[src/rtl/bin2bcd_seq.sv]
// Sequential binary-to-BCD converter (double-dabble, one input bit per clock) with start/busy/done handshake.
// Optional build macro BCD_SAT_EN: on overflow bcd_out saturates to all nines instead of truncated low digits.
module bin2bcd_seq #(
  parameter int unsigned BIN_W  = 16,
  parameter int unsigned DIGITS = 5
) (
  input  logic                  clk,
  input  logic                  rst,
  input  logic                  start,
  input  logic [BIN_W-1:0]      bin_in,
  output logic                  busy,
  output logic                  done,
  output logic [4*DIGITS-1:0]   bcd_out,
  output logic                  ovf
);

  localparam int unsigned BCD_W = 4 * DIGITS;
  localparam int unsigned CNT_W = $clog2(BIN_W + 1);

  typedef enum logic [1:0] {
    IDLE  = 2'd0,
    SHIFT = 2'd1,
    DONE  = 2'd2
  } state_t;

  state_t             state_q, state_d;
  logic [BIN_W-1:0]   bin_q, bin_d;
  logic [BCD_W-1:0]   work_q, work_d;
  logic               ovf_acc_q, ovf_acc_d;
  logic [CNT_W-1:0]   cnt_q, cnt_d;
  logic               busy_d, done_d, ovf_d;
  logic [BCD_W-1:0]   bcd_d;
  logic [BCD_W-1:0]   adj_c;
  logic [BCD_W-1:0]   result_c;

  // Add-3 correction on every working digit that would exceed 9 after doubling
  always_comb begin
    adj_c = work_q;
    for (int i = 0; i < int'(DIGITS); i++) begin
      if (work_q[4*i +: 4] >= 4'd5) begin
        adj_c[4*i +: 4] = work_q[4*i +: 4] + 4'd3;
      end
    end
  end

  // Value presented on bcd_out when the conversion completes
`ifdef BCD_SAT_EN
  assign result_c = ovf_acc_q ? {DIGITS{4'h9}} : work_q;
`else
  assign result_c = work_q;
`endif

  // Next-state, datapath and registered-output logic
  always_comb begin
    state_d   = state_q;
    bin_d     = bin_q;
    work_d    = work_q;
    ovf_acc_d = ovf_acc_q;
    cnt_d     = cnt_q;
    busy_d    = 1'b0;
    done_d    = 1'b0;
    bcd_d     = bcd_out;
    ovf_d     = ovf;

    case (state_q)
      IDLE: begin
        if (start) begin
          state_d   = SHIFT;
          bin_d     = bin_in;
          work_d    = '0;
          ovf_acc_d = 1'b0;
          cnt_d     = CNT_W'(BIN_W);
        end
      end

      SHIFT: begin
        busy_d    = 1'b1;
        work_d    = {adj_c[BCD_W-2:0], bin_q[BIN_W-1]};
        bin_d     = bin_q << 1;
        ovf_acc_d = ovf_acc_q | adj_c[BCD_W-1];
        cnt_d     = cnt_q - CNT_W'(1);
        if (cnt_q == CNT_W'(1)) begin
          state_d = DONE;
        end
      end

      DONE: begin
        state_d = IDLE;
        done_d  = 1'b1;
        bcd_d   = result_c;
        ovf_d   = ovf_acc_q;
      end

      default: begin
        state_d = IDLE;
      end
    endcase
  end

  // State, datapath and output registers with synchronous reset
  always_ff @(posedge clk) begin
    if (rst) begin
      state_q   <= IDLE;
      bin_q     <= '0;
      work_q    <= '0;
      ovf_acc_q <= 1'b0;
      cnt_q     <= '0;
      busy      <= 1'b0;
      done      <= 1'b0;
      bcd_out   <= '0;
      ovf       <= 1'b0;
    end else begin
      state_q   <= state_d;
      bin_q     <= bin_d;
      work_q    <= work_d;
      ovf_acc_q <= ovf_acc_d;
      cnt_q     <= cnt_d;
      busy      <= busy_d;
      done      <= done_d;
      bcd_out   <= bcd_d;
      ovf       <= ovf_d;
    end
  end

endmodule

[config.mk]
export PLATFORM = sky130hd
export DESIGN_NAME = bin2bcd_seq
export DESIGN_NICKNAME = d
export VERILOG_FILES = /design/src/rtl/bin2bcd_seq.sv
export SDC_FILE = /design/constraint.sdc
export NUM_CORES = 1
export LEC_CHECK = 0
export CAP_MARGIN = 20
export CELL_PAD_IN_SITES_DETAIL_PLACEMENT = 1
export CELL_PAD_IN_SITES_GLOBAL_PLACEMENT = 1
export CORE_MARGIN = 5
export CORE_UTILIZATION = 25
export DETAILED_ROUTE_END_ITERATION = 10
export DONT_BUFFER_PORTS = 1
export GPL_TIMING_DRIVEN = 0
export PLACE_DENSITY_LB_ADDON = 0.1
export SLEW_MARGIN = 10
export SYNTH_ARGS = -nofsm -noshare
export SYNTH_HDL_FRONTEND = slang
export SYNTH_SLANG_ARGS = --single-unit
[constraint.sdc]
create_clock -name clk -period 1.69 [get_ports clk]
set_clock_uncertainty 0.15 [all_clocks]
set_input_delay 0.2535 -clock clk [delete_from_list [all_inputs] [get_ports clk]]
set_output_delay 0.2535 -clock clk [all_outputs]
set_load 0.01 [all_outputs]
* Yosys cells after proc, flatten, opt, wreduce, memory -nomap -nowiden *
Cells that the tools add are included.

operators by class
  reduce and logical (&&, ||, !) cells = 4
  add/subtract/negate cells = 6
  eq/ne operators = 5
  order comparisons = 5
  bitwise gates (word level) = 1
  muxes and demuxes = 18

operators with widths
  cell                   number
  $pmux W20 S2           1
  $pmux W16 S2           1
  $add A4 B2 Y4 const B  5
  $ge A4 B3 Y1 const B   5
  $mux W20               1
  $mux W4                5
  $mux W16               1
  $pmux W5 S2            1
  $eq A5 B1 Y1 const B   1
  $mux W5                1
  $sub A5 B1 Y5 const B  1
  $mux W2                2
  $ne A2 B2 Y1 const B   2
  $pmux W2 S2            1
  $reduce_and A2 Y1      2
  $mux W1                3
  $eq A2 B1 Y1 const B   1
  $eq A2 B2 Y1 const B   1
  $logic_not A2 Y1       1
  $pmux W1 S2            1
  $reduce_bool A2 Y1     1
  $or A1 B1 Y1           1

word-level totals
  flip-flop bits (word level) = 67

* Longest topological paths before layout *
Gate-level depths: netlist of run 1.

  depth in word-level cells = 4
  gate-level depth with buffers = 6
  gate-level depth less buffers = 5

* Worst setup path after synthesis of run 1 *
No wires, ideal clock.

  path kind = reg2reg
  from = register work_q[16], in the netlist result_c[16]
  to = register ovf_acc_q
  cell stages (with the launch flop) = 6
  data arrival time = 1.226 ns
  slack = 0.213 ns
  data required time = 1.439 ns
  cell sequence = dfxtp_1 inv_1 ha_1 nor2b_1 o21a_1 o41ai_1

on the way
  cells in the longest elaborated chain, start to end = 4
  elaborated cells on any way between the ends = 5
  those cells by class = add/sub (1); order compare (1); mux (2); bitwise (1)

ends and longest elaborated chain
  element                                               line    text
  start, declared                                       28      logic [BCD_W-1:0] work_q, work_d;
  start signal, assigned                                115     work_q <= work_d;
  $add A4 B2 Y4 / $ge A4 B3 Y1 (equally long branches)  41, 40
  $mux W4 *                                             40      if (work_q[4*i +: 4] >= 4'd5) begin
  $or A1 B1 Y1 *                                        80      ovf_acc_d = ovf_acc_q | adj_c[BCD_W-1];
  $pmux W1 S2 *                                         65      case (state_q)
  end signal, assigned                                  116     ovf_acc_q <= ovf_acc_d;
  end, declared                                         29      logic ovf_acc_q, ovf_acc_d;

Mark *: on every way between the ends. The rest lies on a longest branch, timed or not.
A chain may end at the register's enable or synchronous reset.

* Worst setup path after layout of run 1 *
Ends and elaborated chain as after synthesis.

==> metrics, run 1 <==
core area 13300 sq um; Bufs on Longest Clock Path 2; Worst VDD drop 0.000404 V; critical setup path kind flop to flop; DR WL/cell 18.8 microns; I/O Pins 42; Finished Layout Cells 587; Via density 5.01; register area 1350 sq um; Setup-failing EPs final 0; leakage power 1.32 nW; clk slew on worst S/H paths 0.05 ns; cell count after synthesis 394; Post-Route Utilization 0.298; TritonCTS sink count 67; Post-DRT Antenna Nets 0; Post-DP HPWL 7740 microns; crit path capture type flop; Netlist cell types 48; root buffer selected by CTS clkbuf_16; CTS H-tree depth 3; post-layout net count 437; GRT Resource Usage Total 0.144; ratio of cells with drive above 1 in the final layout 0.146; Placement Setup Slack 0.0212 ns; final hold vios 0; crit-path max FO 6; ANT cells 0; syn_nets 425; FILL cells 1568; WP data required 1.79 ns; status completed; fmax 630 MHz; cell area power density 1030 nW/um^2; Die Y-Extent 127 microns; Arr. time, crit path 1.68 ns; dpl cells 570; gr ovfl total 0; worst-margin pin slew 0.645 ns; Setup TNS 0 ns; FFs w/ async S/R, synth 0; slowest CP cell dfxtp_2; area of the multi-input gates 1780 sq um; max_cap viols 0; CTS tree built; Min-Delay Path Depth 3; hold_ws 0.0206 ns; Post-synth EDFFs 0; largest net degree at the start of global routing 11; initial core utilization 0.256; Skew-Pair Late Insertion Delay 0.34 ns; Hold Crit Class input port to flop; Final Max Slew Viols 0; DR vias 2938; slew margin rel. 0.570; DR iter-0 viols 144; initial antenna violation count 0; CP Cell Sequence inv_1 > ha_1 > nor2b_1 > o21a_1 > o41ai_2; RSZ-0062 raised after global routing no; largest cells by area after synthesis dfxtp_1 (39%), a21oi_1 (6.2%), nand2_1 (4.6%); yosys warns 0; Final Cell Area 3960 sq um; die area 16100 sq um; Synth Area per Inst 8.65 sq um; Post-Syn Area 3410 sq um; CTS buffer count 9; ys flop type dfxtp_1; global-route wire length before repair 17700 microns; worst setup margin 0.103 ns; Layout area overhead 16.3%; IO Port Bufs 0; Placer Congestion 0.816; drt drc 0; Synth Register Bits 67; Routed WL 11000 microns; DR pass1 iterations 4; dpl cell area 3630 sq um; Seq/Total Area, Yosys 0.394; total power 4.06 mW; fin crit share 0.939; CP Launch Type flop; Yosys top cell area share 0.394; reg2reg path depth 5; Tmin final 1.59 ns; largest area contributor in the netlist dfxtp_1; die width 127 microns; slowest stage delay, CP 0.38 ns; vias in the first global route 3171; row cnt 42
[placed cells by master (no fill, tap or decap), types with 2 or more instances in the layout]
cell type / count
or3b_1: 11
ha_1: 12
inv_1: 26
o21a_1: 6
and4bb_2: 4
dfxtp_2: 6
o41ai_2: 5
nand2b_1: 3
a21oi_1: 42
buf_4: 3
nor2_1: 10
clkbuf_16: 9
nor4b_1: 5
buf_2: 14
a2bb2oi_1: 2
xnor2_1: 5
nand3_1: 26
buf_6: 6
o21ai_0: 22
nand2_1: 42
or3_1: 7
clkbuf_8: 3
clkbuf_1: 10
dfxtp_1: 61
o221ai_1: 12
nor2b_1: 7
nor4bb_1: 6
o211ai_1: 21
[worst paths after layout]
| kind | startpoint | endpoint | slack, ns |
|---|---|---|---|
| min | bin_in[0] | bin_q[0] | 0.02 |
| min reg2reg | ovf_acc_q | ovf | 0.32 |
| max reg2reg | result_c[16] | ovf_acc_q | 0.10 |
| max | result_c[16] | ovf_acc_q | 0.10 |
[where the power goes]
| group | leakage [nW] | total [mW] | internal [mW] | switching, mW |
|---|---|---|---|---|
| Clock | 0.150 | 1.97 | 1.27 | 0.704 |
| Sequential | 0.548 | 1.68 | 1.64 | 0.0433 |
| Combinational | 0.617 | 0.410 | 0.157 | 0.253 |
[metal layers]
metal  share of wire  wire [microns]  track usage
met5               0               0            0
met4           0.019             210       0.0555
met3           0.032             352       0.0357
met2            0.47            5180        0.234
met1            0.48            5290        0.183
[critical path, delay by kind of cell, from the launching register on]
family / cells / cell delay (ns)
buffers and inverters: 1 / 0.08
flip-flops: 1 / 0.38
AND/OR/NAND/NOR: 1 / 0.16
adder cells (fa/ha/maj): 1 / 0.23
AO/OA/AOI/OAI: 2 / 0.49
[state kept, by name, summed over array words and instances, names as in the netlist]
register	count
state_q	2
done	1
result_c	20
ovf	1
bcd_out	20
busy	1
ovf_acc_q	1
cnt_q	5
bin_q	16
[kinds of logic (layout without fill, tap and decap cells)]
kind of cell | count (synthesis) | after routing | synth area share
flip-flops | 67 | 67 | 0.394
XOR/XNOR | 5 | 5 | 0.0128
AND/OR/NAND/NOR | 128 | 128 | 0.217
multiplexers | 1 | 1 | 0.00294
adder cells (fa/ha/maj) | 12 | 12 | 0.0441
buffers and inverters | 59 | 76 | 0.0866
AO/OA/AOI/OAI | 122 | 122 | 0.243
[synthesized netlist by cell type (10+ instances only)]
library cell / n
a21oi_1: 42
buf_2: 14
dfxtp_1: 67
ha_1: 12
inv_1: 26
nand2_1: 42
nand3_1: 26
nor2_1: 10
o211ai_1: 21
o21ai_0: 22
o221ai_1: 12
or3b_1: 11
[final cells by class]
type / count / area share
flip-flops and latches: 67 / 0.340
repair buffers: 1 / 0.00253
well taps: 176 / 0.0556
multi-input cells: 268 / 0.449
clock inverters: 1 / 0.00758
plain buffers: 31 / 0.0483
clock buffers: 15 / 0.0701
inverters: 28 / 0.0265
[what timing repair did]
item / CTS / global route
resized for setup: 1 / 8
gates cloned: 0 / 0
hold buffers: 1 / 0
pin swaps: 0 / 0
endpoints found under the setup margin: 1 / 13
buffers inserted: 0 / 0
endpoints found under the hold margin: 1 / 0
No activity file was read; power rests on OpenSTA's default activity.
==> run 2, diff against run 1 <==
--- a/config.mk
+++ b/config.mk
@@ -13,6 +13,7 @@
 export DETAILED_ROUTE_END_ITERATION = 10
 export DONT_BUFFER_PORTS = 1
 export GPL_TIMING_DRIVEN = 0
+export HOLD_SLACK_MARGIN = 0.1
 export PLACE_DENSITY_LB_ADDON = 0.1
 export SLEW_MARGIN = 10
 export SYNTH_ARGS = -nofsm -noshare
==> run 2 against run 1 <==
Effect of this change: final area rose by 3.5%; non-clock buffer count is 14 higher; die area stayed put; final cell count grew 2.4%; wire length is 0.58% higher; combinational power rose by 5.9%; sequential cell count stayed put; maximum frequency decreased by 0.96%; register-to-register slack worse by 0.02 ns; sequential share of layout area fell by 1.2 points; critical path depth did not move; critical path type unchanged; largest cell class unchanged; largest power group unchanged.
==> metrics, run 2 (synthesis results as in run 1) <==
fin crit share 0.948 (+0.00906); Setup-failing EPs final 0 (unchanged); global-route wire length before repair 17900 microns (+0.90%); Final Max Slew Viols 0 (unchanged); Die Y-Extent 127 microns (unchanged); ANT cells 0 (unchanged); Placer Congestion 0.816 (unchanged); crit path capture type flop; commonest non-fill, non-tap cells in the layout dfxtp_1 (61), a21oi_1 (42), nand2_1 (42); die area 16100 sq um (unchanged); core area 13300 sq um (unchanged); CTS tree built; crit-path max FO 6 (unchanged); dpl cell area 3630 sq um (unchanged); Arr. time, crit path 1.70 ns (+0.02 ns); Post-DP HPWL 7740 microns (unchanged); DR vias 2994 (+1.9%); critical setup path kind flop to flop; DR iter-0 viols 119 (-17%); status completed; DR pass1 iterations 4 (unchanged); Bufs on Longest Clock Path 2 (unchanged); WP data required 1.78 ns (about the same); max_cap viols 0 (unchanged); Tmin final 1.60 ns (+0.0153 ns); Post-DRT Antenna Nets 0 (unchanged); RSZ-0062 raised after global routing no; Hold Crit Class input port to flop; initial core utilization 0.256 (unchanged); leakage power 1.37 nW (+4.4%); worst-margin pin slew 0.653 ns (+0.00888 ns); GRT Resource Usage Total 0.145 (+0.000791); Placement Setup Slack 0.0212 ns (unchanged); Final Cell Area 4100 sq um (+3.5%); Finished Layout Cells 601 (+2.4%); register area 1350 sq um (unchanged); TritonCTS sink count 67 (unchanged); CTS H-tree depth 3 (unchanged); slew margin rel. 0.564 (-0.00592); Skew-Pair Late Insertion Delay 0.34 ns (about the same); root buffer selected by CTS clkbuf_16; IO Port Bufs 0 (unchanged); vias in the first global route 3231 (+1.9%); row cnt 42 (unchanged); final hold vios 0 (unchanged); die width 127 microns (unchanged); CP Launch Type flop; fmax 624 MHz (-0.96%); cell area power density 996 nW/um^2 (-2.9%); dpl cells 570 (unchanged); Post-CTS Setup Bufs 0 (unchanged); I/O Pins 42 (unchanged); area of the multi-input gates 1780 sq um (unchanged); worst setup margin 0.0872 ns (-0.0153 ns); Layout area overhead 20.4%; DR WL/cell 18.5 microns (-1.8%); CTS buffer count 9 (unchanged); FILL cells 1564 (-0.26%); drt drc 0 (unchanged); clk slew on worst S/H paths 0.05 ns (about the same); Via density 4.98 (-0.47%); initial antenna violation count 0 (unchanged); Routed WL 11100 microns (+0.58%); post-layout net count 451 (+3.2%); Worst VDD drop 0.000402 V (-0.42%); hold_ws 0.138 ns (+0.118 ns); gr ovfl total 0 (unchanged); ratio of cells with drive above 1 in the final layout 0.141 (-0.00481); largest net degree at the start of global routing 11 (unchanged); commonest non-fill, non-tap cell in the layout dfxtp_1
==> run 2: cell count changes in the layout (fill, tap and decap cells not counted) <==
cell           previous run  this run
dlygate4sd3_1             1        15
==> run 2: power by group <==
part           total [mW]  internal (mW)  switching [mW]
combinational       0.434          0.178           0.256
clock                1.97           1.27           0.703
sequential           1.68           1.64          0.0437
==> run 2: stage by stage <==
stage	total power, mW	TNS (ns)	utilization
floorplan	2.00	0	-
finish	4.09	0	0.309
global placement	2.12	-0.0132	0.273
CTS	4.17	0	0.307
global route	4.26	0	0.309
detailed placement	2.13	0	0.273
==> run 2: per-layer routing <==
metal  global-route usage  wire length, microns  up-vias
met5                    0                     0        -
met4               0.0555                   210        0
met2                0.238                  5270       36
met3               0.0340                   371       16
met1                0.183                  5250     1473
li1                     -                     -     1469
==> run 2: layout make-up <==
cell class	instances	area share
Timing Repair Buffer	15	0.0366
Clock buffer	15	0.0677
Buffer	31	0.0467
Tap cell	176	0.0537
Inverter	28	0.0256
Sequential cell	67	0.329
Clock inverter	1	0.00732
Multi-Input combinational cell	268	0.434
==> run 2: path summary, 6_finish.rpt <==
kind | from | to | slack, ns | depth (start not counted)
setup / recovery | result_c[16] | ovf_acc_q | 0.09 | 5
setup reg to reg | result_c[16] | ovf_acc_q | 0.09 | 5
hold reg to reg | ovf_acc_q | ovf | 0.32 | 2
hold / removal | start | result_c[11] | 0.14 | 3
==> run 2: critical path: stages (launching register included) <==
cell and delay [ns]:
dfxtp_2 0.39, inv_1 0.08, ha_1 0.24, nor2b_1 0.16
o21a_1 0.22, o41ai_2 0.28
==> run 2: timing repair <==
| item | CTS | global route |
|---|---|---|
| hold buffers | 15 | 0 |
| endpoints found under the setup margin | 1 | 13 |
| gates cloned | 0 | 0 |
| pin swaps | 0 | 0 |
| gates resized for setup | 1 | 8 |
| hold endpoints to repair | 15 | 0 |
==> run 3, diff against run 2 <==
--- a/config.mk
+++ b/config.mk
@@ -5,6 +5,7 @@
 export SDC_FILE = /design/constraint.sdc
 export NUM_CORES = 1
 export LEC_CHECK = 0
+export ABC_AREA = 0
 export CAP_MARGIN = 20
 export CELL_PAD_IN_SITES_DETAIL_PLACEMENT = 1
 export CELL_PAD_IN_SITES_GLOBAL_PLACEMENT = 1
==> results of run 3 <==
Same layout as run 2: the final DEF is identical, and so are final timing and power.
